`config.mk`:
```
export PLATFORM = sky130hd
export DESIGN_NAME = pc_sequencer
export DESIGN_NICKNAME = d
export VERILOG_FILES = /design/src/rtl/pc_seq_pkg.sv /design/src/rtl/pc_ras.sv /design/src/rtl/pc_sequencer.sv
export SDC_FILE = /design/constraint.sdc
export NUM_CORES = 1
export LEC_CHECK = 0
export CAP_MARGIN = 20
export CORE_MARGIN = 1.5
export CORE_UTILIZATION = 34
export DETAILED_ROUTE_END_ITERATION = 12
export PLACE_DENSITY_LB_ADDON = 0.2
export SYNTH_ARGS = -nofsm -noshare
export SYNTH_HDL_FRONTEND = slang
export SYNTH_SLANG_ARGS = --single-unit
```
`constraint.sdc`:
```
create_clock -name clk -period 1.4 [get_ports clk]
set_input_delay 0.14 -clock clk [delete_from_list [all_inputs] [get_ports clk]]
set_output_delay 0.14 -clock clk [all_outputs]
set_load 0.02 [all_outputs]
```
`src/rtl/pc_seq_pkg.sv`:
```
// rtl/pc_seq_pkg.sv - shared types and default constants for the PC sequencer
//
// Contents:
//   state_t      sequencer state: BOOT, RUN, HALT
//   pc_sel_t     next-PC source: HOLD, SEQ, BRANCH, JUMP, RET
//   DEF_RESET_PC default PC loaded on reset
//   DEF_STEP     default sequential increment (power of two)
package pc_seq_pkg;

  typedef enum logic [1:0] {
    BOOT = 2'd0,
    RUN  = 2'd1,
    HALT = 2'd2
  } state_t;

  typedef enum logic [2:0] {
    HOLD   = 3'd0,
    SEQ    = 3'd1,
    BRANCH = 3'd2,
    JUMP   = 3'd3,
    RET    = 3'd4
  } pc_sel_t;

  localparam int unsigned DEF_RESET_PC = 0;
  localparam int unsigned DEF_STEP     = 2;

endpackage

```
`src/rtl/pc_ras.sv`:
```
// rtl/pc_ras.sv - circular return-address stack
//
// Ports:
//   clk, rst_n   clock, asynchronous active-low reset (stack empties)
//   push         write push_data on top; when full the oldest entry is overwritten
//   push_data    return address to save
//   pop          remove top entry; ignored when empty
//   pop_data     current top entry (valid only when !empty)
//   full, empty  occupancy flags
// push and pop are never asserted together by the sequencer.
module pc_ras #(
  parameter int W     = 16,
  parameter int DEPTH = 4
) (
  input  logic         clk,
  input  logic         rst_n,
  input  logic         push,
  input  logic [W-1:0] push_data,
  input  logic         pop,
  output logic [W-1:0] pop_data,
  output logic         full,
  output logic         empty
);

  localparam int PW = (DEPTH > 1) ? $clog2(DEPTH) : 1;
  localparam int CW = $clog2(DEPTH + 1);

  logic [W-1:0]  mem [DEPTH];
  logic [PW-1:0] top_q;     // next slot to write
  logic [CW-1:0] count_q;
  logic [PW-1:0] top_inc;
  logic [PW-1:0] top_dec;

  assign top_inc  = (top_q == PW'(DEPTH - 1)) ? '0 : top_q + 1'b1;
  assign top_dec  = (top_q == '0) ? PW'(DEPTH - 1) : top_q - 1'b1;
  assign pop_data = mem[top_dec];
  assign empty    = (count_q == '0);
  assign full     = (count_q == CW'(DEPTH));

  always_ff @(posedge clk or negedge rst_n) begin
    if (!rst_n) begin
      top_q   <= '0;
      count_q <= '0;
    end else if (push) begin
      // Once full, the write slot coincides with the oldest entry.
      top_q <= top_inc;
      if (!full) count_q <= count_q + 1'b1;
    end else if (pop && !empty) begin
      top_q   <= top_dec;
      count_q <= count_q - 1'b1;
    end
  end

  always_ff @(posedge clk) begin
    if (push) mem[top_q] <= push_data;
  end

endmodule

```
`src/rtl/pc_sequencer.sv`:
```
// rtl/pc_sequencer.sv - program-counter stage feeding the datapath adder and fetch
//
// Optional feature macro: PC_RAS_EN (call/return ports plus return-address stack).
//
// Ports:
//   clk, rst_n        clock, asynchronous active-low reset
//   seq_pc_i          adder sum, pc_o + step_o
//   pc_o, step_o      adder operands; pc_o is also the fetch address
//   fetch_valid_o     fetch request valid (high in RUN)
//   fetch_ready_i     fetch accepts pc_o this cycle
//   br_taken_i/br_target_i    taken branch and its target
//   jump_i/jump_target_i      unconditional jump and its target
//   halt_i, resume_i  enter / leave HALT (halt wins when both)
//   call_i, ret_i     (PC_RAS_EN) jump is a call / return from RAS
//   flush_o           one-cycle pulse after an accepted redirect
//   misalign_o        sticky: a redirect target had low bits set, or RAS underflow
module pc_sequencer
  import pc_seq_pkg::*;
#(
  parameter int           W         = 16,
  parameter logic [W-1:0] RESET_PC  = W'(DEF_RESET_PC),
  parameter int           STEP      = DEF_STEP,
  parameter int           RAS_DEPTH = 4
) (
  input  logic         clk,
  input  logic         rst_n,
  input  logic [W-1:0] seq_pc_i,
  output logic [W-1:0] pc_o,
  output logic [W-1:0] step_o,
  output logic         fetch_valid_o,
  input  logic         fetch_ready_i,
  input  logic         br_taken_i,
  input  logic [W-1:0] br_target_i,
  input  logic         jump_i,
  input  logic [W-1:0] jump_target_i,
  input  logic         halt_i,
  input  logic         resume_i,
  output logic         flush_o,
`ifdef PC_RAS_EN
  input  logic         call_i,
  input  logic         ret_i,
`endif
  output logic         misalign_o
);

  localparam logic [W-1:0] ALIGN_MASK = W'(STEP - 1);

  state_t       state_q, state_d;
  pc_sel_t      sel;
  logic [W-1:0] pc_q, pc_d;
  logic [W-1:0] raw_tgt;
  logic [W-1:0] tgt_aligned;
  logic         valid_q, flush_q, misalign_q;
  logic         fire, redirect, misalign_hit, ret_underflow;

`ifdef PC_RAS_EN
  logic [W-1:0] ras_pop_data;
  logic         ras_full, ras_empty, ras_push, ras_pop;

  // ret_i outranks jump_i, so a call that coincides with a return never pushes.
  assign ras_push = (state_q == RUN) && jump_i && call_i && !ret_i;
  assign ras_pop  = (state_q == RUN) && ret_i;

  pc_ras #(
    .W     (W),
    .DEPTH (RAS_DEPTH)
  ) u_ras (
    .clk       (clk),
    .rst_n     (rst_n),
    .push      (ras_push),
    .push_data (seq_pc_i),
    .pop       (ras_pop),
    .pop_data  (ras_pop_data),
    .full      (ras_full),
    .empty     (ras_empty)
  );

  logic unused_ras_full;
  assign unused_ras_full = ras_full;
`else
  logic unused_ras_cfg;
  assign unused_ras_cfg = ^32'(RAS_DEPTH);
`endif

  assign fire = valid_q && fetch_ready_i;

  always_comb begin
    state_d       = state_q;
    sel           = HOLD;
    raw_tgt       = pc_q;
    ret_underflow = 1'b0;
    case (state_q)
      BOOT: state_d = RUN;
      RUN: begin
        if (halt_i) state_d = HALT;
        // Redirects never wait for fetch_ready_i.
`ifdef PC_RAS_EN
        if (ret_i) begin
          sel           = RET;
          raw_tgt       = ras_empty ? RESET_PC : ras_pop_data;
          ret_underflow = ras_empty;
        end else
`endif
        if (jump_i) begin
          sel     = JUMP;
          raw_tgt = jump_target_i;
        end else if (br_taken_i) begin
          sel     = BRANCH;
          raw_tgt = br_target_i;
        end else if (fire) begin
          sel = SEQ;
        end
      end
      HALT: begin
        if (!halt_i && resume_i) state_d = RUN;
      end
      default: state_d = BOOT;
    endcase
  end

  assign tgt_aligned  = raw_tgt & ~ALIGN_MASK;
  assign redirect     = (sel == JUMP) || (sel == BRANCH) || (sel == RET);
  assign misalign_hit = (redirect && ((raw_tgt & ALIGN_MASK) != '0)) || ret_underflow;

  always_comb begin
    case (sel)
      SEQ:                pc_d = seq_pc_i;
      BRANCH, JUMP, RET:  pc_d = tgt_aligned;
      default:            pc_d = pc_q;
    endcase
  end

  always_ff @(posedge clk or negedge rst_n) begin
    if (!rst_n) begin
      state_q    <= BOOT;
      pc_q       <= RESET_PC;
      valid_q    <= 1'b0;
      flush_q    <= 1'b0;
      misalign_q <= 1'b0;
    end else begin
      state_q    <= state_d;
      pc_q       <= pc_d;
      valid_q    <= (state_d == RUN);
      flush_q    <= redirect;
      misalign_q <= misalign_q | misalign_hit;
    end
  end

  assign pc_o          = pc_q;
  assign step_o        = W'(STEP);
  assign fetch_valid_o = valid_q;
  assign flush_o       = flush_q;
  assign misalign_o    = misalign_q;

endmodule

```
==> results of run 1 <==
-- power groups by stage --
stage	logic, W	registers (W)	clock network (W)
finish	0.00238	0.00107	0.000402
global route	0.00259	0.00112	0.000448
detailed placement	0.00243	0.00110	0
floorplan	0.00122	0.00138	0
CTS	0.00242	0.00108	0.000416
global placement	0.00241	0.00109	0
-- layout by cell type, fill, tap and decap left out --
cell / count
o22ai_1: 2
dfrtp_1: 21
a22o_1: 1
and2b_2: 1
clkinv_2: 1
a21oi_2: 9
o21ai_1: 1
conb_1: 16
or2_1: 1
o31ai_2: 10
dlymetal6s2s_1: 10
nand4_1: 1
a21boi_0: 1
dlygate4sd2_1: 1
nand2b_4: 1
o21ai_0: 15
o31ai_1: 5
a211oi_2: 1
and2_1: 1
clkbuf_8: 3
clkdlybuf4s50_1: 62
nand2_1: 1
a21o_1: 1
mux2_1: 1
buf_4: 18
a21oi_1: 22
or3b_1: 15
inv_1: 2
nand2b_1: 16
-- through the flow --
stage | utilization | total power [W] | hold WS [ns] | setup slack, ns
global placement | 0.530 | 0.00350 | 0.445 | -0.229
finish | 0.546 | 0.00385 | 0.224 | 0.0457
CTS | 0.540 | 0.00392 | 0.234 | 0.0132
floorplan | - | 0.00260 | -0.156 | 0.0206
detailed placement | 0.530 | 0.00353 | 0.448 | -0.262
global route | 0.546 | 0.00416 | 0.237 | 0.00125
-- logic make-up after synthesis --
family / count (synthesis)
buffers and inverters: 31
AOI/OAI and AO/OA: 68
muxes: 1
and+or+nand+nor: 37
other: 2
DFF: 21
-- flip-flops by register name, summed over array words and instances, names as in the netlist --
signal	flops
fetch_valid_o	1
flush_o	1
misalign_o	1
pc_o	16
state_q	2
-- layout make-up --
cell class                 count  area [um^2]  share of cell area
timing repair buffer          91          890               0.377
multi-input combinational    122          828               0.351
sequential                    21          526               0.222
tap                           52         65.1              0.0275
clock buffer                   3         41.3              0.0175
inverter                       2         7.51             0.00318
clock inverter                 1         5.00             0.00212
-- worst min path at each step --
| stage | depth (start not counted) | end | startpoint | slack [ns] |
|---|---|---|---|---|
| 4_1_cts | 2 | fetch_valid_o | rst_n | 0.23 |
| 3_5_place_dp | 1 | misalign_o | misalign_o | 0.45 |
| 5_1_grt | 2 | pc_o[3] | rst_n | 0.24 |
| 3_3_place_gp | 1 | misalign_o | misalign_o | 0.44 |
| 2_1_floorplan | 0 | fetch_valid_o | rst_n | -0.16 |
| 6_report | 2 | fetch_valid_o | rst_n | 0.22 |
-- per-layer routing --
layer,global-route usage,share of wire
met5,0,0
met3,0.0305,0.043
met1,0.221,0.42
met2,0.285,0.53
met4,0.0321,0.0064
-- what timing repair did --
action                     4_1_cts  5_1_grt
cloned                           0        0
gates resized for setup          1       12
pin swaps                        0        0
setup endpoints to repair        1       20
==> flow_summary.yaml, run 1 <==
floorplan:
  die_w_um: 69.8
  row_count: 24
  die-area_um2: 4870
  die_y_um: 69.8
  core_um2: 4320
  io_pins: 90
  start_util: 0.350
placement:
  port_buffers: 73
  hpwl_um: 3100
  dpl_cell_area_um2: 2290
  dp.cells: 288
  gp_congestion: 0.737
synth:
  synth-edff-count: 0
  yosys.area.top_type: "dfrtp_1"
  synth_top_family_by_area: "compound AO/OA/AOI/OAI gates"
  yosys-top-cells-count: "22 x a21oi_1, 21 x dfrtp_1, 18 x buf_4"
  synthDistinctLibCells: 28
  yosysSeqAreaShare: 0.347
  syn_area_per_cell_um2: 9.47
  synthAdderAreaFrac: 0
  synthFlopType: "dfrtp_1"
  synth_compound_area_frac: 0.317
  yosys.area_share.simple: 0.182
  synthMostInstantiatedCell: "a21oi_1"
  syn-cell-area_um2: 1520
  synthXorXnorAreaFrac: 0
  synth_top_area_frac: 0.347
  ys_ff_latch: 21
  netlist_instances: 160
  synthTopCellsByArea: "dfrtp_1 35%, buf_4 8.9%, or3b_1 8.7%"
  synth_mux_area_frac: 0.00743
  ys_async_sr_fraction: 1.00
  synth_warnings: 0
clocking:
  clk_latency_ns: 0.26
  cts_buffers: 3
  cts_root_buf: "clkbuf_8"
  htreeDepth: 1
  cts_hold_buf: 0
  clock-sinks: 21
  post_cts_buffers: 0
  clk_pin_slew_ns: 0.08
  cts_tree: "yes"
  clock_path_buffers: 2
drt:
  post_drt_wl_per_cell_um: 13.4
  vias: 1370
  via_per_inst: 4.69
  drc_errors: 0
  ant_nets: 0
  dr.pass1.iters: 4
  first_iter_violations: 60
  drt_wl_total_um: 3910
outcome:
  status: "finished clean"
setup_path:
  cp.buffers_inverters: 1
  reg2reg_to: "misalign_o"
  r2r_start: "state_q[1]"
  critPathTopFamily: "buffers and inverters"
  end_kind: "output pin"
  critPathMaxStageDelay_ns: 0.61
  start_kind: "flip-flop"
  worstSetupPathType: "reg2out"
  startpoint: "pc_o[9]"
  crit_fanout: 2
  r2r_cells: 4
  crit_slowest_cell: "clkdlybuf4s50_1"
  regToRegSetupSlack_ns: 0.12
  endpoint: "pc_o[9]"
  crit_chain: "clkdlybuf4s50_1"
  cp.arrival_ns: 1.21
  critPathRequiredTime_ns: 1.26
  path_depth: 1
cells_and_area:
  antenna_cells: 0
  fin_nets: 296
  area_growth_syn_to_layout_pct: 55.9
  design_area_um2: 2360
  nFillCells: 426
  finalNonFillerCells: 292
  layout-drive-gt1-share: 0.183
global_route:
  antenna_found_initial: 0
  grtUsageTotal: 0.167
  grt_max_degree: 22
  grt_pass1_vias: 1380
  gr-total-overflow: 0
  grt_pass1_wl_um: 6540
power_and_ir_drop:
  p_switching_w: 0.00164
  p_int_w: 0.00222
  pwr-share-comb: 0.617
  max-vdd-ir-drop_v: 0.000902
  swShare: 0.425
  seqPwrFrac: 0.278
  leakage_nw: 1.04
  clockPowerShare: 0.104
  powerDensity_nw_per_um2: 1630
timing:
  fmax_mhz: 738
  min_period_over_period: 0.967
  slew_violations: 0
  setup_viol_count_final: 0
  hold_viol: 0
  rsz0062_at_grt: "no"
  skew_ns: 0.00302
  period_minus_slack_ns: 1.35
  fin_setup_tns_ns: 0
flow_run:
  drv_cap: 0
worst_hold_path:
  hold_path_class: "in2async"
No activity file was read; power rests on OpenSTA's default activity.
==> inputs of run 2 (changes only) <==
Settings changed: CTS_BUF_LIST set to sky130_fd_sc_hd__clkbuf_16.
==> run 2 against run 1 <==
Net effect: clock skew shrank 0.0014 ns; die area is the same; first-iteration DRC count shrank 12%; hold slack gained 0.010 ns; sequential share of layout area shrank 0.13 points; power grew 6.5%; global-route usage grew 0.091 points; combinational power is essentially flat; register-to-register slack is essentially flat; clock-buffer cell count is the same.
==> flow_summary.yaml, run 2 (synthesis results as in run 1) <==
cells_and_area:
  area_growth_syn_to_layout_pct: 56.8
  mostFrequentLayoutCells: "70 x clkdlybuf4s50_1, 22 x a21oi_1, 21 x dfrtp_1"
  fin_nets: 296
  layout-drive-gt1-share: 0.183
  design_area_um2: 2380
  postLayoutCoreUtil: 0.549
  layout_commonest_cell: "clkdlybuf4s50_1"
  largest_reg_flops: 16
  antenna_cells: 0
drt:
  post_drt_wl_per_cell_um: 13.6
  drc_errors: 0
  drt_wl_total_um: 3980
  vias: 1373
  via_per_inst: 4.70
  first_iter_violations: 53
  ant_nets: 0
  dr.pass1.iters: 4
global_route:
  gr-total-overflow: 0
  globalRouteMet1Util: 0.219
  antenna_found_initial: 0
  grt_max_degree: 22
  busiest_layer: "met2"
  use_met2: 0.292
  grtUsageTotal: 0.167
  met3_usage: 0.0262
  grt_pass1_wl_um: 6600
  grt_pass1_vias: 1387
timing:
  fmax_mhz: 734
  slew_violations: 0
  fin_setup_tns_ns: 0
  skew_ns: 0.00163
  hold_viol: 0
  min_period_over_period: 0.973
  setup_viol_count_final: 0
  period_minus_slack_ns: 1.36
  rsz0062_at_grt: "no"
placement:
  gp_congestion: 0.737
  hpwl_um: 3100
  port_buffers: 73
  dpl_cell_area_um2: 2290
setup_path:
  start_kind: "flip-flop"
  worstSetupPathType: "reg2out"
  critPathTopFamily: "buffers and inverters"
  crit_slowest_cell: "clkdlybuf4s50_1"
  regToRegSetupSlack_ns: 0.12
  crit_chain: "clkdlybuf4s50_1"
  cp.buffers_inverters: 1
  end_kind: "output pin"
  critPathMaxStageDelay_ns: 0.61
  path_depth: 1
  critPathRequiredTime_ns: 1.26
  cp.arrival_ns: 1.22
  r2r_start: "state_q[0]"
  r2r_cells: 4
  reg2reg_to: "misalign_o"
  endpoint: "pc_o[6]"
  startpoint: "pc_o[6]"
  crit_fanout: 2
power_and_ir_drop:
  powerDensity_nw_per_um2: 1730
  leakage_nw: 0.965
  max-vdd-ir-drop_v: 0.000767
  p_total_w: 0.00410
clocking:
  cts_buffers: 3
  clk_pin_slew_ns: 0.06
  clock_path_buffers: 2
  clock-sinks: 21
  clk_latency_ns: 0.25
  cts_tree: "yes"
  htreeDepth: 1
  cts_root_buf: "clkbuf_16"
floorplan:
  row_count: 24
  die_y_um: 69.8
  die_w_um: 69.8
  die-area_um2: 4870
  core_um2: 4320
  io_pins: 90
  start_util: 0.350
outcome:
  status: "finished clean"
worst_hold_path:
  hold_path_class: "in2async"
flow_run:
  drv_cap: 0
## run 2: cell count changes in the layout (fill, tap and decap cells not counted), sizes merged
cell,before,now
clkdlybuf4s50,62,70
dlymetal6s2s,10,2
## run 2: how the worst min path moves through the flow
| stage | from | to | cells after the start |
|---|---|---|---|
| 6_report | rst_n | pc_o[3] | 2 |
| 5_1_grt | rst_n | pc_o[3] | 2 |
| 4_1_cts | rst_n | fetch_valid_o | 2 |
| 3_5_place_dp | misalign_o | misalign_o | 1 |
| 3_3_place_gp | misalign_o | misalign_o | 1 |
| 2_1_floorplan | rst_n | fetch_valid_o | 0 |
## run 2: metal layers
layer / vias up / wire length [um]
li1: 698 / -
met3: 4 / 164
met2: 41 / 2090
met4: 0 / 26
met5: - / 0
met1: 630 / 1710
## run 2: power by group
part	switching [W]	internal, W	leakage (nW)
clock	0.000229	0.000384	0.0409
sequential	0.000174	0.000906	0.252
combinational	0.00127	0.00114	0.672
## run 2: final cells by class
class                      count  area, um^2
multi-input combinational    122         828
sequential                    21         526
clock buffer                   3        75.1
tap                           52        65.1
inverter                       2        7.51
clock inverter                 1        5.00
timing repair buffer          91         870
fill                         421        1950
## run 2: timing repair
action	4_1_cts	5_1_grt
endpoints found under the setup margin	1	14
hold buffers	0	0
gates resized for setup	1	4
buffers inserted	0	0
## run 2: per-stage QoR
stage	cells	hold slack, ns	setup slack (ns)
detailed placement	288	0.448	-0.262
global route	292	0.258	0.00452
finish	292	0.234	0.0385
CTS	292	0.247	0.00961
global placement	288	0.445	-0.229
floorplan	174	-0.156	0.0206
